File: src/rtl/axis_testpattern_pkg.sv
// Shared types and helpers for the AXI-Stream test pattern generator/checker pair.
// tp_next() gives the generator and the checker one definition of the wrapping counter.
package axis_testpattern_pkg;

    typedef enum logic [1:0] {
        IDLE   = 2'd0,
        SYNC   = 2'd1,
        LOCKED = 2'd2
    } tp_state_t;

    // Fibonacci taps 16,14,13,11 expressed as a mask over bits [15:0]
    localparam logic [15:0] LFSR_SEED = 16'hACE1;
    localparam logic [15:0] LFSR_TAPS = 16'hB400;

    function automatic logic signed [63:0] tp_sext(input logic signed [63:0] x,
                                                   input int                 width);
        return (x <<< (64 - width)) >>> (64 - width);
    endfunction

    // Counter values wrap at the stream width, so the threshold and the result are
    // both reinterpreted as signed numbers of that width before use.
    function automatic logic signed [63:0] tp_next(input logic signed [63:0] x,
                                                   input int                 width,
                                                   input longint             start_v,
                                                   input longint             end_v,
                                                   input longint             incr_v);
        logic signed [63:0] xs;
        logic signed [63:0] thr;
        logic signed [63:0] r;
        xs  = tp_sext(x, width);
        thr = tp_sext(end_v - incr_v + 64'sd1, width);
        if (xs >= thr)
            r = xs + incr_v - (end_v - start_v) - 64'sd1;
        else
            r = xs + incr_v;
        return tp_sext(r, width);
    endfunction

endpackage

File: src/rtl/axis_tp_lfsr.sv
// 16-bit maximal-length LFSR used to throttle tready and exercise generator stalls.
module axis_tp_lfsr
    import axis_testpattern_pkg::*;
(
    input  logic clk,
    input  logic reset,
    output logic gate
);

    logic [15:0] lfsr;

    always_ff @(posedge clk) begin
        if (reset)
            lfsr <= LFSR_SEED;
        else
            lfsr <= {lfsr[14:0], ^(lfsr & LFSR_TAPS)};
    end

    assign gate = lfsr[0];

endmodule

File: config.mk
export PLATFORM = sky130hd
export DESIGN_NAME = axis_tp_lfsr
export DESIGN_NICKNAME = d
export VERILOG_FILES = /design/src/rtl/axis_testpattern_pkg.sv /design/src/rtl/axis_tp_lfsr.sv
export SDC_FILE = /design/constraint.sdc
export NUM_CORES = 1
export LEC_CHECK = 0
export ABC_AREA = 1
export CORE_AREA = 3 3 40 42
export CTS_BUF_LIST = sky130_fd_sc_hd__clkbuf_8
export DETAILED_ROUTE_END_ITERATION = 7
export DIE_AREA = 0 0 43 45
export HOLD_SLACK_MARGIN = 0.05
export REMOVE_ABC_BUFFERS = 1
export SYNTH_ARGS = -nofsm -noshare
export SYNTH_HDL_FRONTEND = slang
export SYNTH_SLANG_ARGS = --single-unit
File: constraint.sdc
create_clock -name clk -period 0.8 [get_ports clk]
set_input_delay 0.16 -clock clk [delete_from_list [all_inputs] [get_ports clk]]
set_output_delay 0.16 -clock clk [all_outputs]
set_load 0.01 [all_outputs]
## Yosys cells after proc, flatten, opt, wreduce, memory -nomap -nowiden

Index checks and enable logic that the tools add are counted.

| operators by class | value |
|---|---|
| div/mod/pow operators | 0 |
| bitwise gates (word level) | 0 |
| multiply operators | 0 |
| shift-type cells | 0 |
| order comparisons | 0 |
| eq/ne operators | 0 |
| add/subtract/negate cells | 0 |
| reduce and logical (&&, ||, !) cells | 1 |
| muxes and demuxes | 0 |

Operator list:

| cell | count |
|---|---|
| 16-bit parity | 1 |

| storage, ports and cells | value |
|---|---|
| output and inout port bits | 1 |
| ROM bits | 0 |
| word-level logic and storage cells | 2 |
| register bits | 16 |
| bits in latches | 0 |
| memories | 0 |
| bits of input ports | 2 |
| RAM bits | 0 |

## Depth between registers and ports, before layout

Gate-level depths: netlist (run 1).

| depth | value |
|---|---|
| depth in word-level cells | 1 |
| depth in mapped cells | 5 |
| depth with buffers taken out | 5 |

## Worst setup path before layout (run 1)

Ideal clock, no wire load.

| path | value |
|---|---|
| path kind | register -> register |
| from | reg lfsr[10] |
| to | reg lfsr[0] |
| setup time | 120 ps |
| setup slack | 108 ps |
| period minus slack after synthesis | 692 ps |
| cell stages (with the launch flop) | 6 |
| data arrival time | 572 ps |
| data required time | 680 ps |
| path buffers | 0 |
| cell sequence | dfxtp_1 inv_1 nand2_1 nand2_1 nand2_1 nand3_1 |

| on the way | value |
|---|---|
| longest elaborated chain between the ends | 1 |

RTL lines:

| item | RTL line | RTL |
|---|---|---|
| start: declaration | axis_tp_lfsr.sv:10 | `logic [15:0] lfsr;` |
| start signal: assignment | axis_tp_lfsr.sv:16 | `lfsr <= {lfsr[14:0], ^(lfsr & LFSR_TAPS)};` |
| 16-bit parity | axis_tp_lfsr.sv:16 |  |

No other way between the ends.
A chain may end at the register's enable or synchronous reset.

## Worst setup path after layout (run 1)

| path | value |
|---|---|
| from | reg lfsr[0] |
| to | out gate |

RTL lines:

| item | RTL line | RTL |
|---|---|---|
| end: declaration | axis_tp_lfsr.sv:7 | `output logic gate` |

No word-level cell between the ends.

==> results of run 1 <==
## synth_stat cells (all sizes together)
master	number	area, µm²
buf	1	11.3
dfxtp	16	320
inv	12	45.0
nand2	16	60.1
nand3	1	5.00
nor2	8	30.0
or2	5	31.3
## timing repair
item	in CTS	in global routing
gates resized for setup	8	6
setup endpoints to repair	6	2
cloned	1	0
## tightest hold or removal path, delay by kind of cell
kind                   cells  cell delay (ns)
buffers and inverters      2             0.37
AND/OR/NAND/NOR            1             0.05
## power by group through the flow
stage | sequential, mW | combinational [mW] | clock (mW)
finish | 0.875 | 0.107 | 0.694
global route | 0.880 | 0.125 | 0.724
CTS | 0.871 | 0.109 | 0.704
detailed placement | 0.885 | 0.102 | 0
global placement | 0.883 | 0.102 | 0
floorplan | 0.884 | 0.0614 | 0
## final cells by class
cell class | instances | area share [%]
inverters | 12 | 7.41
clock buffers | 4 | 9.05
repair buffers | 4 | 5.97
flip-flops and latches | 16 | 53.7
multi-input cells | 30 | 20.8
well taps | 15 | 3.09
## cell families (layout without fill, tap and decap cells)
logic type | after synthesis | in the layout | share of synthesized area (%)
and+or+nand+nor | 30 | 30 | 25.1
DFF | 16 | 16 | 63.7
buffers and inverters | 13 | 20 | 11.2
## metrics by stage
step,worst slack (ns),TNS (ns)
floorplan,0.108,0
CTS,-0.0396,-0.0396
global route,-0.0494,-0.0494
global placement,-0.278,-3.48
finish,-0.0363,-0.0363
detailed placement,-0.277,-3.50
## path summary, 6_finish.rpt
check,slack (ns),endpoint
worst min-delay path,0.37,lfsr[14]$_SDFF_PP0_
worst max-delay path,-0.04,gate
worst min register to register,0.40,lfsr[10]$_SDFF_PP1_
worst max register to register,0.07,lfsr[0]$_SDFF_PP1_
## routing by layer
metal  up-vias  GRT usage, %
li1        182             -
met1       145          9.65
met2         2          14.1
met3         0          3.59
met4         0          5.42
met5         -             0
==> results.json, run 1 <==
{
  "ctsHoldBuffers": 0,
  "crit_path_max_incr_delay_ns": 0.32,
  "static-leakage-power_nw": 0.318,
  "cts_made_buffers": 3,
  "rr_startpoint": "lfsr[12]$_SDFF_PP0_",
  "layoutNonFillerInstCount": 81,
  "top_layer": "met3",
  "drive_gt1_share_pct": 21.2,
  "clockPowerShare_pct": 41.4,
  "cp.arrival_ns": 0.68,
  "comb_power_share_pct": 6.4,
  "grt_pass1_wl_mm": 1.16,
  "wl_met1_um": 345,
  "antenna_found_initial": 0,
  "ys.warnings.count": 0,
  "syn_area_per_cell_um2": 8.53,
  "power_mw": 1.68,
  "synth_cell_type_count": 7,
  "regMostFlops": "lfsr",
  "path_clk_slew_ns": 0.06,
  "worst_pin_slew_ns": 0.120,
  "crit_fanout": 2,
  "hp-start": "reset",
  "route.met2.wl_um": 337,
  "io-pin-count": 3,
  "place_inst": 76,
  "grt_pass1_vias": 296,
  "irDropWorstVdd_mv": 1.46,
  "drc": 0,
  "status": "finished, violations left",
  "initial_core_util_pct": 39.1,
  "port_buffers": 2,
  "multi_input_comb_area_um2": 126,
  "tritoncts": "yes",
  "via_per_inst": 4.06,
  "rsz0062_at_grt": "yes",
  "final_common_cell": "nand2_1",
  "cp_slowest_cell": "dfxtp_2",
  "ys_seq_area_share_pct": 63.7,
  "max-cap-violations": 0,
  "crit_chain": "buf_6",
  "grt-ovfl-total": 0,
  "root_buffer": "clkbuf_8",
  "syn2layout_area_growth_pct": 20.9,
  "ff_latch_area_um2": 327,
  "dr_wl_met3_um": 16,
  "ant_nets": 0,
  "swShare_pct": 20.1,
  "fp-row-count": 13,
  "routedWlPerCell_um": 8.63,
  "power_density_nw_per_um2": 2760,
  "syn_inst": 59,
  "die_x_um": 43,
  "worstRegToRegCells": 5,
  "drt_iter0_drc": 0,
  "min_path_cells": 3,
  "grt_max_degree": 10,
  "top_regs": "lfsr x16",
  "cts.sinks": 16,
  "final_area_um2": 608,
  "final.period_utilization_pct": 105,
  "final_core_util_pct": 47.3,
  "routed-via-count": 329,
  "place.gp.congestion": 0.711,
  "fin_skew_ns": 0.000463,
  "worst_slack_ns": -0.0363,
  "crit_family": "flip-flops",
  "setup_viol_count_final": 1,
  "dieArea_um2": 1940,
  "clockBufferDepth": 2,
  "internal_power_mw": 1.34,
  "setup.worst_path.class": "flop to output pin",
  "htree_levels": 1,
  "synth_area_um2": 503,
  "die_h_um": 45,
  "crit_path_start_kind": "flop",
  "core-area_um2": 1280,
  "final_net_count": 69,
  "ys_ff_latch": 16,
  "endpoint_kind": "output pin",
  "power_frac_seq_pct": 52.2,
  "violations": "negative setup slack",
  "critPathLaunch": "lfsr[0]$_SDFF_PP1_",
  "slew_violations": 0,
  "largest_reg_flops": 16,
  "switching_power_mw": 0.337,
  "fmax_mhz": 1200,
  "dr.pass1.iters": 1,
  "final_cell_mix": "nand2_1, dfxtp_1, inv_1",
  "grtUsageTotal_pct": 8.74,
  "n_antenna_cell": 0,
  "required_ns": 0.64,
  "postCtsSetupRepairBufs": 0,
  "path_depth": 1,
  "relSlewSlack_pct": 92.0,
  "dp_hpwl_um": 438,
  "final.min_clock_period_ns": 0.836,
  "holdCritPathClass": "primary input to flop",
  "path_buf_inv": 1,
  "hold_violations": 0,
  "place_area_um2": 538,
  "routed_wl_um": 699,
  "hold_ws_ns": 0.373,
  "fillers": 124,
  "insertion_delay_ns": 0.24
}
Note: power is estimated with default switching activity, not from simulation.
==> run 2, diff against run 1 <==
Settings changed: REMOVE_ABC_BUFFERS 1 to unset.
==> results.json, run 2 (synthesized netlist as in run 1, its figures left out) <==
{
  "final_common_cell": "nand2_1",
  "path_buf_inv": 1,
  "dp_hpwl_um": 458,
  "crit_family": "flip-flops",
  "regMostFlops": "lfsr",
  "final_cell_mix": "nand2_1, dfxtp_1, inv_1",
  "final_core_util_pct": 46.5,
  "holdCritPathClass": "primary input to flop",
  "via_per_inst": 4.11,
  "drc": 0,
  "largest_reg_flops": 16,
  "final.period_utilization_pct": 104,
  "worst_pin_slew_ns": 0.269,
  "violations": "negative setup slack",
  "postCtsSetupRepairBufs": 0,
  "rr_startpoint": "lfsr[10]$_SDFF_PP1_",
  "grt_pass1_vias": 293,
  "ant_nets": 0,
  "final_area_um2": 598,
  "grtUsageMet1_pct": 8.93,
  "relSlewSlack_pct": 82.1,
  "die_h_um": 45,
  "crit_chain": "buf_6",
  "slew_violations": 0,
  "setup_viol_count_final": 1,
  "routed-via-count": 329,
  "place.gp.congestion": 0.598,
  "cp_slowest_cell": "dfxtp_2",
  "initial_core_util_pct": 39.1,
  "place_area_um2": 546,
  "min_to": "lfsr[8]$_SDFF_PP0_",
  "cts.sinks": 16,
  "top_regs": "lfsr x16",
  "insertion_delay_ns": 0.24,
  "status": "finished, violations left",
  "drt_iter0_drc": 2,
  "core-area_um2": 1280,
  "power_density_nw_per_um2": 2580,
  "path_clk_slew_ns": 0.05,
  "crit_path_max_incr_delay_ns": 0.32,
  "max-cap-violations": 0,
  "rr_endpoint": "lfsr[0]$_SDFF_PP1_",
  "irDropWorstVdd_mv": 1.41,
  "static-leakage-power_nw": 0.313,
  "endpoint_kind": "output pin",
  "critPathLaunch": "lfsr[0]$_SDFF_PP1_",
  "hp-start": "reset",
  "required_ns": 0.64,
  "worst_slack_ns": -0.0292,
  "cts_made_buffers": 3,
  "fin_skew_ns": 0.00125,
  "final.min_clock_period_ns": 0.829,
  "worstRegToRegCells": 5,
  "use_met3_pct": 3.59,
  "min_path_cells": 2,
  "crit_path_start_kind": "flop",
  "port_buffers": 2,
  "drive_gt1_share_pct": 21.5,
  "routed_wl_um": 625,
  "dieArea_um2": 1940,
  "io-pin-count": 3,
  "root_buffer": "clkbuf_8",
  "cp.arrival_ns": 0.67,
  "reg2reg_slack_ns": 0.04,
  "tritoncts": "yes",
  "antenna_found_initial": 0,
  "grt_use_met2_pct": 12.6,
  "fmax_mhz": 1210,
  "fp-row-count": 13,
  "power_mw": 1.54,
  "htree_levels": 1,
  "crit_fanout": 2,
  "dr.pass1.iters": 2,
  "rsz0062_at_grt": "yes",
  "grt-ovfl-total": 0,
  "syn2layout_area_growth_pct": 18.9,
  "grt_busiest_layer": "met2",
  "ctsHoldBuffers": 0,
  "grt_pass1_wl_mm": 1.11,
  "n_antenna_cell": 0,
  "grtUsageTotal_pct": 8.83,
  "setup.worst_path.class": "flop to output pin",
  "grt_max_degree": 11,
  "clockBufferDepth": 2,
  "die_x_um": 43,
  "syn_nets": 61,
  "final_net_count": 69,
  "hold_violations": 0,
  "routedWlPerCell_um": 7.81
}
==> run 2: changes by cell type in the layout (fill, tap and decap cells not counted), sizes merged <==
| cell | before | now |
|---|---|---|
| clkbuf | 4 | 3 |
==> run 2: repair_timing <==
action | 4_1_cts | 5_1_grt
endpoints found under the hold margin | 0 | 0
cloned | 0 | 0
resized for setup | 7 | 7
endpoints found under the setup margin | 15 | 2
==> run 2: where the power goes <==
| group | internal, mW | switching (mW) |
|---|---|---|
| Clock | 0.332 | 0.230 |
| Sequential | 0.853 | 0.0199 |
| Combinational | 0.0508 | 0.0573 |
| Total | 1.24 | 0.307 |
==> run 2: stage by stage <==
stage          setup slack [ns]  instances  setup TNS, ns  hold slack, ns
5_1_grt                 -0.0500         80        -0.0595           0.405
3_5_place_dp             -0.324         77          -4.82           0.393
2_1_floorplan             0.108         59              0           0.260
4_1_cts                 -0.0380         80        -0.0380           0.397
6_report                -0.0292         80        -0.0292           0.393
3_3_place_gp             -0.309         77          -4.61           0.388
==> run 2: routing by layer <==
| metal | up-vias | wire [µm] |
|---|---|---|
| met2 | 4 | 256 |
| met3 | 4 | 17 |
| met4 | 0 | 34 |
| li1 | 179 | - |
| met5 | - | 0 |
| met1 | 142 | 318 |
==> run 2: worst max-delay path by stage <==
stage                          to  slack (ns)  cells past startpoint
2_1_floorplan  lfsr[0]$_SDFF_PP1_        0.11                      5
3_3_place_gp   lfsr[2]$_SDFF_PP0_       -0.31                      3
3_5_place_dp   lfsr[3]$_SDFF_PP0_       -0.32                      3
4_1_cts                      gate       -0.04                      1
5_1_grt                      gate       -0.05                      1
6_report                     gate       -0.03                      1
==> run 2: layout make-up <==
class                           count  area, µm²
Multi-Input combinational cell     30        131
Fill cell                         129        687
Clock buffer                        3       41.3
Inverter                           12       45.0
Sequential cell                    16        327
Timing Repair Buffer                4       35.0
Tap cell                           15       18.8
